## config.mk

```make
export PLATFORM = sky130hd
export DESIGN_NAME = alu_lockstep_pair
export DESIGN_NICKNAME = d
export VERILOG_FILES = /design/src/rtl/alu_pkg.sv /design/src/rtl/alu_lane.sv /design/src/rtl/alu_lockstep_pair.sv
export SDC_FILE = /design/constraint.sdc
export NUM_CORES = 1
export LEC_CHECK = 0
export CAP_MARGIN = 0
export CELL_PAD_IN_SITES_DETAIL_PLACEMENT = 0
export CELL_PAD_IN_SITES_GLOBAL_PLACEMENT = 1
export CORE_ASPECT_RATIO = 1.4
export CORE_UTILIZATION = 40
export DETAILED_ROUTE_END_ITERATION = 6
export PLACE_DENSITY = 0.8
export SLEW_MARGIN = 30
export SYNTH_ARGS = -nofsm -noshare
export SYNTH_HDL_FRONTEND = slang
export SYNTH_SLANG_ARGS = --single-unit
```

## constraint.sdc

```tcl
create_clock -name wb_clk_i -period 2.7 [get_ports wb_clk_i]
set_input_delay 0.675 -clock wb_clk_i [delete_from_list [all_inputs] [get_ports wb_clk_i]]
set_output_delay 0.675 -clock wb_clk_i [all_outputs]
set_load 0.05 [all_outputs]
```

## src/rtl/alu_pkg.sv

```systemverilog
// alu_pkg: shared op encodings for the lockstep ALU pair
package alu_pkg;
  localparam int ALU_SEL_W = 2;
  localparam logic [ALU_SEL_W-1:0] ALU_ADD = 2'b00;
  localparam logic [ALU_SEL_W-1:0] ALU_SUB = 2'b01;
  localparam logic [ALU_SEL_W-1:0] ALU_AND = 2'b10;
  localparam logic [ALU_SEL_W-1:0] ALU_XOR = 2'b11;
endpackage

```

## src/rtl/alu_lane.sv

```systemverilog
// alu_lane: combinational WIDTH-bit ADD/SUB/AND/XOR lane with carry
module alu_lane import alu_pkg::*; #(
  parameter int WIDTH = 4
) (
  input  logic [WIDTH-1:0]     a,
  input  logic [WIDTH-1:0]     b,
  input  logic [ALU_SEL_W-1:0] sel,
  output logic [WIDTH-1:0]     res,
  output logic                 cy
);
  logic             w_sub;
  logic [WIDTH-1:0] w_bx;
  logic [WIDTH:0]   w_sum;
  assign w_sub = sel == ALU_SUB;
  assign w_bx  = w_sub ? ~b : b;
  // SUB as a + ~b + 1 so carry-out doubles as "no borrow"
  assign w_sum = {1'b0, a} + {1'b0, w_bx} + {{WIDTH{1'b0}}, w_sub};
  assign res   = sel == ALU_AND ? a & b : sel == ALU_XOR ? a ^ b : w_sum[WIDTH-1:0];
  assign cy    = sel[1] ? 1'b0 : w_sum[WIDTH];
endmodule

```

## src/rtl/alu_lockstep_pair.sv

```systemverilog
// alu_lockstep_pair: two pipelined ALU lanes, lockstep cross-check or independent ops
// Optional ALU_FAULT_INJECT_EN adds inj_en_i/inj_mask_i to corrupt lane 1 at S2 load.
module alu_lockstep_pair import alu_pkg::*; #(
  parameter int WIDTH = 4,
  parameter int CNT_W = 8
) (
  input  logic                 wb_clk_i,
  input  logic                 wb_rst_i,
`ifdef ALU_FAULT_INJECT_EN
  input  logic                 inj_en_i,
  input  logic [WIDTH-1:0]     inj_mask_i,
`endif
  input  logic                 mode_lock,
  input  logic                 in_valid,
  output logic                 in_ready,
  input  logic [WIDTH-1:0]     a0_i,
  input  logic [WIDTH-1:0]     b0_i,
  input  logic [WIDTH-1:0]     a1_i,
  input  logic [WIDTH-1:0]     b1_i,
  input  logic [ALU_SEL_W-1:0] sel0_i,
  input  logic [ALU_SEL_W-1:0] sel1_i,
  output logic                 out_valid,
  input  logic                 out_ready,
  output logic [WIDTH-1:0]     res0_o,
  output logic [WIDTH-1:0]     res1_o,
  output logic                 cy0_o,
  output logic                 cy1_o,
  output logic [WIDTH-1:0]     diff_o,
  output logic                 cy_diff_o,
  output logic                 mismatch_o,
  output logic                 err_sticky_o,
  input  logic                 err_clr_i,
  output logic [CNT_W-1:0]     mis_cnt_o
);
  logic                 r_s1_valid, r_lock, r_out_valid;
  logic [WIDTH-1:0]     r_a0, r_b0, r_a1, r_b1;
  logic [ALU_SEL_W-1:0] r_sel0, r_sel1;
  logic [WIDTH-1:0]     r_res0, r_res1, r_diff;
  logic                 r_cy0, r_cy1, r_cy_diff, r_mis, r_err;
  logic [CNT_W-1:0]     r_cnt;
  logic [WIDTH-1:0]     w_res0, w_res1, w_res1_f, w_inj;
  logic                 w_cy0, w_cy1, w_s1_load, w_s2_load, w_mis_hs;
  alu_lane #(.WIDTH(WIDTH)) u_lane0 (.a(r_a0), .b(r_b0), .sel(r_sel0), .res(w_res0), .cy(w_cy0));
  alu_lane #(.WIDTH(WIDTH)) u_lane1 (.a(r_a1), .b(r_b1), .sel(r_sel1), .res(w_res1), .cy(w_cy1));
`ifdef ALU_FAULT_INJECT_EN
  assign w_inj = inj_en_i ? inj_mask_i : '0;
`else
  assign w_inj = '0;
`endif
  assign w_res1_f  = w_res1 ^ w_inj;
  assign w_s2_load = r_s1_valid && (!r_out_valid || out_ready);
  assign in_ready  = !r_s1_valid || w_s2_load;
  assign w_s1_load = in_valid && in_ready;
  assign w_mis_hs  = r_out_valid && out_ready && r_mis;
  // lockstep substitution happens at capture so the mode travels with the set
  always_ff @(posedge wb_clk_i or negedge wb_rst_i) begin
    if (!wb_rst_i) begin
      r_s1_valid <= 1'b0;
      r_lock     <= 1'b0;
      r_a0       <= '0;
      r_b0       <= '0;
      r_a1       <= '0;
      r_b1       <= '0;
      r_sel0     <= '0;
      r_sel1     <= '0;
    end else if (w_s1_load) begin
      r_s1_valid <= 1'b1;
      r_lock     <= mode_lock;
      r_a0       <= a0_i;
      r_b0       <= b0_i;
      r_sel0     <= sel0_i;
      r_a1       <= mode_lock ? a0_i : a1_i;
      r_b1       <= mode_lock ? b0_i : b1_i;
      r_sel1     <= mode_lock ? sel0_i : sel1_i;
    end else if (w_s2_load) begin
      r_s1_valid <= 1'b0;
    end
  end
  always_ff @(posedge wb_clk_i or negedge wb_rst_i) begin
    if (!wb_rst_i) begin
      r_out_valid <= 1'b0;
      r_res0      <= '0;
      r_res1      <= '0;
      r_diff      <= '0;
      r_cy0       <= 1'b0;
      r_cy1       <= 1'b0;
      r_cy_diff   <= 1'b0;
      r_mis       <= 1'b0;
    end else if (w_s2_load) begin
      r_out_valid <= 1'b1;
      r_res0      <= w_res0;
      r_res1      <= w_res1_f;
      r_diff      <= w_res0 ^ w_res1_f;
      r_cy0       <= w_cy0;
      r_cy1       <= w_cy1;
      r_cy_diff   <= w_cy0 ^ w_cy1;
      r_mis       <= r_lock && ((w_res0 ^ w_res1_f) != '0 || (w_cy0 ^ w_cy1));
    end else if (out_ready) begin
      r_out_valid <= 1'b0;
    end
  end
  // a mismatch handshake wins over clear, leaving a count of one
  always_ff @(posedge wb_clk_i or negedge wb_rst_i) begin
    if (!wb_rst_i) begin
      r_cnt <= '0;
      r_err <= 1'b0;
    end else if (w_mis_hs) begin
      r_cnt <= err_clr_i ? CNT_W'(1) : &r_cnt ? r_cnt : r_cnt + 1'b1;
      r_err <= 1'b1;
    end else if (err_clr_i) begin
      r_cnt <= '0;
      r_err <= 1'b0;
    end
  end
  assign out_valid    = r_out_valid;
  assign res0_o       = r_res0;
  assign res1_o       = r_res1;
  assign cy0_o        = r_cy0;
  assign cy1_o        = r_cy1;
  assign diff_o       = r_diff;
  assign cy_diff_o    = r_cy_diff;
  assign mismatch_o   = r_mis;
  assign err_sticky_o = r_err;
  assign mis_cnt_o    = r_cnt;
endmodule

```

==> results.md, run 1 <==
- Status: finished, final reports clean
- Synth warn: 0
- Psw: 1.31 mW
- Fill count: 609
- WL per Instance: 15.1 um
- R2R Path Start: r_sel0[0]
- Crit path depth: 8
- Post-Layout Cell Count: 373
- Worst Setup SP: r_sel0[0]
- First-pass GRT wire length: 9800 um
- Clock transition at the registers of the reported paths: 0.09 ns
- Dpl cell area: 3330 um^2
- Post-CTS setup buffer count: 0
- Unique cell type count in the Yosys netlist: 40
- Async SR Flop Fraction: 1.00
- Num rows: 35
- DRT Pass-1 Iters: 4
- Gr usage total: 0.179
- Pwr Total: 3.10 mW
- EDFF count, synth: 0
- Reg2reg end: mismatch_o
- Lkg Pwr: 1.50 nW
- Syn Area/Cell: 11.1 um^2
- DR iter-0 viols: 60
- Setup TNS: 0 ns
- RSZ-0062 raised after global routing: no
- DRT Wirelength: 5630 um
- Worst VDD drop: 449 uV
- Worst setup EP type: register
- Fmax: 409 MHz
- Most used DFF post-synth: dfrtp_1
- Core Region: 6570 um^2
- P&R area growth vs syn: 27.4%
- Cell area after layout: 3440 um^2
- Power share of the clock group: 0.167
- DRC: 0
- Final ANT Viol Nets: 0
- Slew headroom: 0.602
- Critical Path Sink: mismatch_o
- R2R depth: 8
- Share of layout cells above drive strength 1: 0.147
- Clk root buf: clkbuf_8
- Crit-path max FO: 7
- CTS Buf Count: 5
- Min Tclk post-route: 2.45 ns
- Most frequent CP cell: xnor2_1
- Slew at the pin closest to its max-slew limit: 0.597 ns
- Max incr delay on CP: 0.51 ns
- Slew Limit Fails: 0
- GP Congestion: 0.804
- Clk sinks: 48
- Net Sw Frac: 0.422
- Vias: 1921
- Pint: 1.79 mW
- Post-cts sizing count: 0
- Diode count: 0
- Req. time, crit path: 2.89 ns
- Final hold vios: 0
- Worst EP arrival: 2.63 ns
- Top cells by count, synth: dfrtp_1, nand2_1, mux2i_1
- Largest net degree at the start of global routing: 32
- Vias/cell: 5.15
- Full die area: 7080 um^2
- # hold bufs at CTS: 0
- TritonCTS clock tree: done
- Placed cells: 365
- Tcrit/Tclk final: 0.906
- Vias in the first global route: 2053
- Syn_nets: 287
- Top Family by Delay on Critical Path: flip-flops
- Synthesized instance count: 244
- Worst Setup Path Type: reg2reg
- Flops & latches, synth: 48
- Setup crit start kind: register
- Top-area cell type share of the netlist area: 0.445
- Gr ovfl total: 0
- Synthesized area: 2700 um^2
- Synth area leader: dfrtp_1
- Critical-path cell list: nand2b_1, xnor2_1, fa_1, xnor2_1, mux2i_1, xor2_1, a2111oi_0, a31oi_1
- Reg-to-reg slack, setup: 0.25 ns
- Top-count cell post-synth: dfrtp_1
- Hold crit path type: in2async
- H-Tree Depth: 2
- Clock latency on the worst-skew pair: 0.31 ns
- Initial antenna violation count: 0
- Port bufs: 52
- Slowest-stage cell, CP: dfrtp_1
- Clock Skews: 0.0106 ns
- # IOs: 53
- Top cells by area, synth: dfrtp_1, mux2i_1, mux2_2
- Post-detail-place hpwl: 4540 um
- Clock Path Buffers: 2
- Maxcap violations: 0
- Flop pwr share: 0.335
- Core Util, Final: 0.523
- Total Nets Final: 341
- Comb power frac: 0.498
- Power Density: 901 nW/um^2
- Seq/Total Area, Yosys: 0.445
- Worst path bufs/invs: 0
- Setup-failing EPs final: 0
- Chip height: 99.2 um
- Initial core utilization: 0.411
- Die Wd: 71.4 um
## how the worst min path moves through the flow
| stage | startpoint | end | slack, ns | cells past startpoint |
|---|---|---|---|---|
| after floorplan | wb_rst_i | cy0_o | 0.38 | 0 |
| after global placement | err_sticky_o | err_sticky_o | 0.46 | 1 |
| after detailed placement | res1_o[3] | res1_o[3] | 0.47 | 2 |
| after CTS | wb_rst_i | res1_o[0] | 0.38 | 1 |
| after global routing | wb_rst_i | res1_o[0] | 0.41 | 1 |
| final | wb_rst_i | res1_o[0] | 0.36 | 1 |
## cell families (layout without fill, tap and decap cells)
logic type	Yosys count	after routing	share of synthesized area
and+or+nand+nor	70	70	0.133
xor gates and xnor gates	18	18	0.0584
DFF	48	48	0.445
adders and majority gates	17	17	0.0844
buffers and inverters	13	68	0.0255
muxes	44	44	0.175
AOI/OAI and AO/OA	34	34	0.0784
## cell type report
class                   instances  area, um^2  area share
flip-flops and latches         48        1200       0.349
inverters                       2        7.51     0.00218
well taps                      74        92.6      0.0269
clock buffers                   5        68.8      0.0200
clock inverters                 3        42.5      0.0124
multi-input cells             183        1430       0.416
repair buffers                 58         596       0.173
## layout by cell type (no fill, tap or decap), types with 2 or more instances in the layout
cell type	count
nor2_1	12
inv_1	2
nand3_1	2
clkbuf_8	5
fa_1	2
mux2i_1	23
xnor2_1	15
ha_1	15
clkdlybuf4s50_1	50
dfrtp_1	48
nand4b_1	2
nand4_1	2
xor2_1	3
nor2b_1	2
o21ai_0	19
a211oi_1	4
buf_12	3
a21oi_1	4
nand2b_1	6
buf_4	4
nand2_1	31
or3b_4	2
nor3_1	4
nand4b_2	2
mux2_2	18
## sequential cells by signal, summed over array words and instances, names as in the netlist
signal / cells
r_a0: 4
cy0_o: 1
r_sel0: 2
r_s1_valid: 1
res1_o: 4
r_b0: 4
res0_o: 4
cy_diff_o: 1
r_sel1: 2
r_b1: 4
mismatch_o: 1
err_sticky_o: 1
diff_o: 4
cy1_o: 1
r_lock: 1
mis_cnt_o: 8
r_a1: 4
out_valid: 1
## metrics by stage
stage / setup slack [ns] / hold slack, ns
after floorplan: 0.408 / 0.379
after detailed placement: 0.242 / 0.474
after CTS: 0.229 / 0.376
after global placement: 0.305 / 0.464
final: 0.253 / 0.362
after global routing: 0.0792 / 0.408
## power by group through the flow
stage | logic, mW | clock network (mW) | registers, mW
4_1_cts | 1.56 | 0.534 | 1.04
3_3_place_gp | 1.53 | 0 | 1.05
2_1_floorplan | 0.651 | 0 | 1.46
5_1_grt | 1.66 | 0.561 | 1.06
3_5_place_dp | 1.56 | 0 | 1.06
6_report | 1.54 | 0.518 | 1.04
## per-layer routing
layer | global-route usage | share of wire
met5 | 0 | 0
met4 | 0.0554 | 0.013
met3 | 0.0304 | 0.036
met2 | 0.328 | 0.54
met1 | 0.210 | 0.41
Note: power is estimated with default switching activity, not from simulation.
==> run 2, diff against run 1 <==
==> constraint.sdc (replaced) <==
create_clock -name wb_clk_i -period 2.8 [get_ports wb_clk_i]
set_input_delay 0.7 -clock wb_clk_i [delete_from_list [all_inputs] [get_ports wb_clk_i]]
set_output_delay 0.7 -clock wb_clk_i [all_outputs]
set_load 0.05 [all_outputs]
==> run 2 against run 1 <==
Net effect: sequential power barely moved; largest power group unchanged; fmax shrank 2.8%; cell count is 0.27% lower.
==> results.md, run 2 (synthesis results as in run 1) <==
- Pint: 1.67 mW (was 1.79 mW)
- Initial antenna violation count: 0 (unchanged)
- Tcrit/Tclk final: 0.899 (was 0.906)
- Final hold vios: 0 (unchanged)
- Share of layout cells above drive strength 1: 0.144 (was 0.147)
- H-Tree Depth: 2 (unchanged)
- Vias: 1912 (was 1921)
- Slew at the pin closest to its max-slew limit: 0.604 ns (was 0.597 ns)
- Comb power frac: 0.501 (was 0.498)
- Largest net degree at the start of global routing: 24 (was 32)
- GP Congestion: 0.782 (was 0.804)
- Worst path bufs/invs: 0 (unchanged)
- Clock latency on the worst-skew pair: 0.30 ns (was 0.31 ns)
- Cell area after layout: 3400 um^2 (was 3440 um^2)
- Diode count: 0 (unchanged)
- DRT Pass-1 Iters: 4 (unchanged)
- Post-detail-place hpwl: 4410 um (was 4540 um)
- Vias in the first global route: 1990 (was 2053)
- Setup TNS: 0 ns (unchanged)
- TritonCTS clock tree: done (unchanged)
- Top Family by Delay on Critical Path: flip-flops (unchanged)
- Worst EP arrival: 2.69 ns (was 2.63 ns)
- Most frequent CP cell: xnor2_1 (unchanged)
- Dpl cell area: 3300 um^2 (was 3330 um^2)
- Net Sw Frac: 0.423 (was 0.422)
- Most common cell after layout, fill and taps aside: clkdlybuf4s50_1 (unchanged)
- Psw: 1.22 mW (was 1.31 mW)
- Maxcap violations: 0 (unchanged)
- Worst VDD drop: 423 uV (was 449 uV)
- Clock Skews: 0.00619 ns (was 0.0106 ns)
- Num rows: 35 (unchanged)
- Chip height: 99.2 um (unchanged)
- Clock transition at the registers of the reported paths: 0.09 ns (about the same)
- # IOs: 53 (unchanged)
- Max incr delay on CP: 0.53 ns (was 0.51 ns)
- Power Density: 853 nW/um^2 (was 901 nW/um^2)
- Power share of the clock group: 0.152 (was 0.167)
- Worst setup EP type: register (unchanged)
- Crit-path max FO: 12 (was 7)
- Worst Setup Path Type: reg2reg (unchanged)
- CTS Buf Count: 5 (unchanged)
- Gr usage total: 0.166 (was 0.179)
- WL per Instance: 14.3 um (was 15.1 um)
- DR iter-0 viols: 62 (was 60)
- Core Region: 6570 um^2 (unchanged)
- Port bufs: 52 (unchanged)
- Req. time, crit path: 2.98 ns (was 2.89 ns)
- P&R area growth vs syn: 25.9% (was 27.4%)
- Max FFs per register: 8 (unchanged)
- Full die area: 7080 um^2 (unchanged)
- Gr ovfl total: 0 (unchanged)
- Slew Limit Fails: 0 (unchanged)
- Vias/cell: 5.14 (was 5.15)
- # hold bufs at CTS: 0 (unchanged)
- Status: finished, final reports clean (unchanged)
- Die Wd: 71.4 um (unchanged)
- Initial core utilization: 0.411 (unchanged)
- Flop pwr share: 0.347 (was 0.335)
- Commonest cells after routing, fill and taps aside: clkdlybuf4s50_1, dfrtp_1, nand2_1, mux2i_1, o21ai_0 (unchanged)
- RSZ-0062 raised after global routing: no (unchanged)
- Post-CTS setup buffer count: 0 (unchanged)
- Lkg Pwr: 1.48 nW (was 1.50 nW)
- First-pass GRT wire length: 9230 um (was 9800 um)
- Fmax: 397 MHz (was 409 MHz)
- Total Nets Final: 341 (unchanged)
- Clk sinks: 48 (unchanged)
- Hold crit path type: in2async (unchanged)
- Min Tclk post-route: 2.52 ns (was 2.45 ns)
- Core Util, Final: 0.517 (was 0.523)
- Clk root buf: clkbuf_8 (unchanged)
- Setup crit start kind: register (unchanged)
- Slowest-stage cell, CP: dfrtp_1 (unchanged)
- Final ANT Viol Nets: 0 (unchanged)
- Post-cts sizing count: 0 (unchanged)
- Clock Path Buffers: 2 (unchanged)
- Setup-failing EPs final: 0 (unchanged)
- DRC: 0 (unchanged)
- Critical-path cell list: nand2b_1, xnor2_1, fa_1, xnor2_1, mux2i_1, xor2_1, a2111oi_1, a31oi_1 (was nand2b_1, xnor2_1, fa_1, xnor2_1, mux2i_1, xor2_1, a2111oi_0, a31oi_1)
- Slew headroom: 0.596 (was 0.602)
- Pwr Total: 2.90 mW (was 3.10 mW)
- DRT Wirelength: 5310 um (was 5630 um)
-- run 2: cell count changes in the layout (fill, tap and decap cells not counted), sizes merged --
cell / before / now
bufinv: 1 / 0
clkinvlp: 1 / 0
clkbuf: 5 / 7
clkinv: 1 / 0
-- run 2: path summary, 6_finish.rpt --
kind / from / to / slack [ns] / cells after the start
worst max register to register: r_sel0[1] / mismatch_o / 0.28 / 8
max in group asynchronous: wb_rst_i / mis_cnt_o[3] / 1.93 / 2
worst max-delay path: r_sel0[1] / mismatch_o / 0.28 / 8
worst min register to register: err_sticky_o / err_sticky_o / 0.49 / 1
worst min-delay path: wb_rst_i / res1_o[1] / 0.30 / 1
min in group wb_clk_i: err_sticky_o / err_sticky_o / 0.49 / 1
-- run 2: stage by stage --
stage	hold slack, ns	instances	worst slack, ns
3_5_place_dp	0.476	365	0.213
2_1_floorplan	0.404	244	0.508
6_report	0.303	372	0.283
5_1_grt	0.320	372	0.0147
4_1_cts	0.308	372	0.193
3_3_place_gp	0.465	365	0.309
-- run 2: layer usage --
metal / track usage / part of all wire
met2: 0.307 / 0.53
met4: 0.0415 / 0.011
met5: 0 / 0
met1: 0.194 / 0.42
met3: 0.0334 / 0.045
-- run 2: power by group through the flow --
stage / Sequential [mW] / Clock (mW) / Combinational [mW]
global route: 1.03 / 0.479 / 1.57
finish: 1.01 / 0.441 / 1.45
detailed placement: 1.03 / 0 / 1.47
global placement: 1.02 / 0 / 1.45
CTS: 1.01 / 0.455 / 1.47
floorplan: 1.40 / 0 / 0.628
-- run 2: final cells by class --
| class | count | area [um^2] |
|---|---|---|
| fill | 593 | 3170 |
| clock buffer | 7 | 96.3 |
| multi-input combinational | 183 | 1430 |
| tap | 74 | 92.6 |
| sequential | 48 | 1200 |
| timing repair buffer | 58 | 571 |
| inverter | 2 | 7.51 |
-- run 2: worst reg2reg max path: cells and delay by family (launching register included) --
family,cells,cell delay (ns)
flip-flops,1,0.53
adder cells (fa/ha/maj),1,0.45
AND/OR/NAND/NOR,1,0.28
multiplexers,1,0.23
XOR/XNOR,3,0.49
AO/OA/AOI/OAI,2,0.43
==> run 3, diff against run 2 <==
--- a/config.mk
+++ b/config.mk
@@ -9,10 +9,10 @@
 export CELL_PAD_IN_SITES_DETAIL_PLACEMENT = 0
 export CELL_PAD_IN_SITES_GLOBAL_PLACEMENT = 1
 export CORE_ASPECT_RATIO = 1.4
+export CORE_MARGIN = 2
 export CORE_UTILIZATION = 40
 export DETAILED_ROUTE_END_ITERATION = 6
 export PLACE_DENSITY = 0.8
-export SLEW_MARGIN = 30
 export SYNTH_ARGS = -nofsm -noshare
 export SYNTH_HDL_FRONTEND = slang
 export SYNTH_SLANG_ARGS = --single-unit
==> run 3 against run 2 <==
Net effect: cell count increased by 0.27%; total power down 0.29%; non-clock buffer count is the same; combinational power is essentially flat; sequential share of layout area is 0.065 points lower; critical path type unchanged; largest cell class unchanged; highest routed layer unchanged.
==> results.md, run 3 (synthesis results as in run 1) <==
- Status: finished, final reports clean (unchanged)
- Gr ovfl total: 0 (unchanged)
- GR Util met3: 0.0338 (was 0.0334)
- Core Util, Final: 0.518 (was 0.517)
- Vias: 1937 (was 1912)
- Max FFs per register: 8 (unchanged)
- Critical-path cell list: nand2b_1, xnor2_1, fa_1, xnor2_1, mux2i_1, xor2_1, a2111oi_1, a31oi_1 (unchanged)
- GR Util met1: 0.197 (was 0.194)
- First-pass GRT wire length: 9300 um (was 9230 um)
- Routing usage on met2: 0.286 (was 0.307)
- Crit-path max FO: 12 (unchanged)
- DRT Pass-1 Iters: 4 (unchanged)
- H-Tree Depth: 2 (unchanged)
- Core Region: 6570 um^2 (unchanged)
- R2R Path Start: r_sel0[1] (unchanged)
- Diode count: 0 (unchanged)
- Post-Layout Cell Count: 373 (was 372)
- TritonCTS clock tree: done (unchanged)
- Most common cell after layout, fill and taps aside: clkdlybuf4s50_1 (unchanged)
- Lkg Pwr: 1.48 nW (about the same)
- Max incr delay on CP: 0.53 ns (about the same)
- Clk sinks: 48 (unchanged)
- Initial core utilization: 0.411 (unchanged)
- Die Wd: 73.4 um (was 71.4 um)
- Clock Path Buffers: 2 (unchanged)
- R2R depth: 8 (unchanged)
- Tcrit/Tclk final: 0.895 (was 0.899)
- Clock Skews: 0.00618 ns (was 0.00619 ns)
- Dpl cell area: 3310 um^2 (was 3300 um^2)
- # IOs: 53 (unchanged)
- DR iter-0 viols: 71 (was 62)
- Slowest-stage cell, CP: dfrtp_1 (unchanged)
- Hold slack final: 0.296 ns (was 0.303 ns)
- Slew headroom: 0.611 (was 0.596)
- Port bufs: 52 (unchanged)
- Commonest cells after routing, fill and taps aside: clkdlybuf4s50_1, dfrtp_1, nand2_1, mux2i_1, o21ai_0 (unchanged)
- Worst setup EP type: register (unchanged)
- Setup-failing EPs final: 0 (unchanged)
- Num rows: 35 (unchanged)
- Crit path depth: 8 (unchanged)
- Total Nets Final: 341 (unchanged)
- Placed cells: 365 (unchanged)
- DRT Wirelength: 5440 um (was 5310 um)
- Post-detail-place hpwl: 4430 um (was 4410 um)
- GP Congestion: 0.775 (was 0.782)
- Clk root buf: clkbuf_8 (unchanged)
- Reg-to-reg slack, setup: 0.29 ns (was 0.28 ns)
- Req. time, crit path: 2.97 ns (was 2.98 ns)
- Worst Setup Path Type: reg2reg (unchanged)
- Fmax: 399 MHz (was 397 MHz)
- Share of layout cells above drive strength 1: 0.140 (was 0.144)
- Final hold vios: 0 (unchanged)
- Chip height: 101 um (was 99.2 um)
- Reg2reg end: mismatch_o (unchanged)
- Setup TNS: 0 ns (unchanged)
- CTS Buf Count: 5 (unchanged)
- Vias in the first global route: 1948 (was 1990)
- WL per Instance: 14.6 um (was 14.3 um)
- P&R area growth vs syn: 26.1% (was 25.9%)
- Setup crit start kind: register (unchanged)
- Top Family by Delay on Critical Path: XOR/XNOR gates (was flip-flops)
- Dpl ws: 0.301 ns (was 0.213 ns)
- Maxcap violations: 0 (unchanged)
- Most Used Layer, Global Route: met2 (unchanged)
- Worst path bufs/invs: 0 (unchanged)
- Full die area: 7430 um^2 (was 7080 um^2)
- # hold bufs at CTS: 0 (unchanged)
- Vias/cell: 5.19 (was 5.14)
- RSZ-0062 raised after global routing: no (unchanged)
- Worst Setup SP: r_sel0[1] (unchanged)
- Slew at the pin closest to its max-slew limit: 0.581 ns (was 0.604 ns)
- Min Tclk post-route: 2.51 ns (was 2.52 ns)
- Hold crit path type: in2async (unchanged)
- Critical Path Sink: mismatch_o (unchanged)
- Final ANT Viol Nets: 0 (unchanged)
- Worst EP arrival: 2.67 ns (was 2.69 ns)
- Largest net degree at the start of global routing: 32 (was 24)
- DRC: 0 (unchanged)
- Fill count: 606 (was 593)
- Setup WS post-layout: 0.295 ns (was 0.283 ns)
- Power Density: 849 nW/um^2 (was 853 nW/um^2)
- Worst VDD drop: 415 uV (was 423 uV)
- Initial antenna violation count: 0 (unchanged)
- Cell area after layout: 3400 um^2 (about the same)
- Slew Limit Fails: 0 (unchanged)
- Clock latency on the worst-skew pair: 0.29 ns (was 0.30 ns)
- Clock transition at the registers of the reported paths: 0.08 ns (was 0.09 ns)
- Most frequent CP cell: xnor2_1 (unchanged)
- Pwr Total: 2.89 mW (was 2.90 mW)
- Gr usage total: 0.163 (was 0.166)
==> run 3: cell types whose count changed in the layout (fill, tap and decap cells not counted), sizes merged <==
cell	previous run	this run
clkbuf	7	8
==> run 3: final cells by class <==
class                      count  area [um^2]  share of cell area
tap                           74         92.6              0.0272
sequential                    48         1200               0.353
multi-input combinational    183         1430               0.420
clock buffer                   8         90.1              0.0265
timing repair buffer          58          583               0.171
inverter                       2         7.51             0.00221
==> run 3: worst min-delay path by stage <==
stage	slack, ns	to	startpoint
final	0.30	res0_o[0]	wb_rst_i
after global routing	0.31	mis_cnt_o[7]	wb_rst_i
after CTS	0.30	res0_o[0]	wb_rst_i
after detailed placement	0.48	cy_diff_o	cy_diff_o
after global placement	0.46	err_sticky_o	err_sticky_o
after floorplan	0.40	cy0_o	wb_rst_i
==> run 3: per-layer routing <==
layer,vias up,wire length [um]
met1,910,2240
li1,962,-
met3,8,232
met5,-,0
met4,0,121
met2,57,2850
==> run 3: repair_timing <==
action / 4_1_cts / 5_1_grt
resized for setup: 0 / 1
setup endpoints to repair: 0 / 1
setup buffers: 0 / 0
==> run 3: power by group <==
group	switching (mW)	leakage, nW	internal [mW]
Combinational	0.871	0.843	0.597
Sequential	0.145	0.593	0.861
Clock	0.215	0.0455	0.202
Total	1.23	1.48	1.66
==> run 3: worst reg2reg max path, stage by stage (launching register included) <==
cell	delay [ns]
dfrtp_1	0.53
nand2b_1	0.29
xnor2_1	0.20
fa_1	0.44
xnor2_1	0.18
mux2i_1	0.12
xor2_1	0.20
a2111oi_1	0.28
a31oi_1	0.14
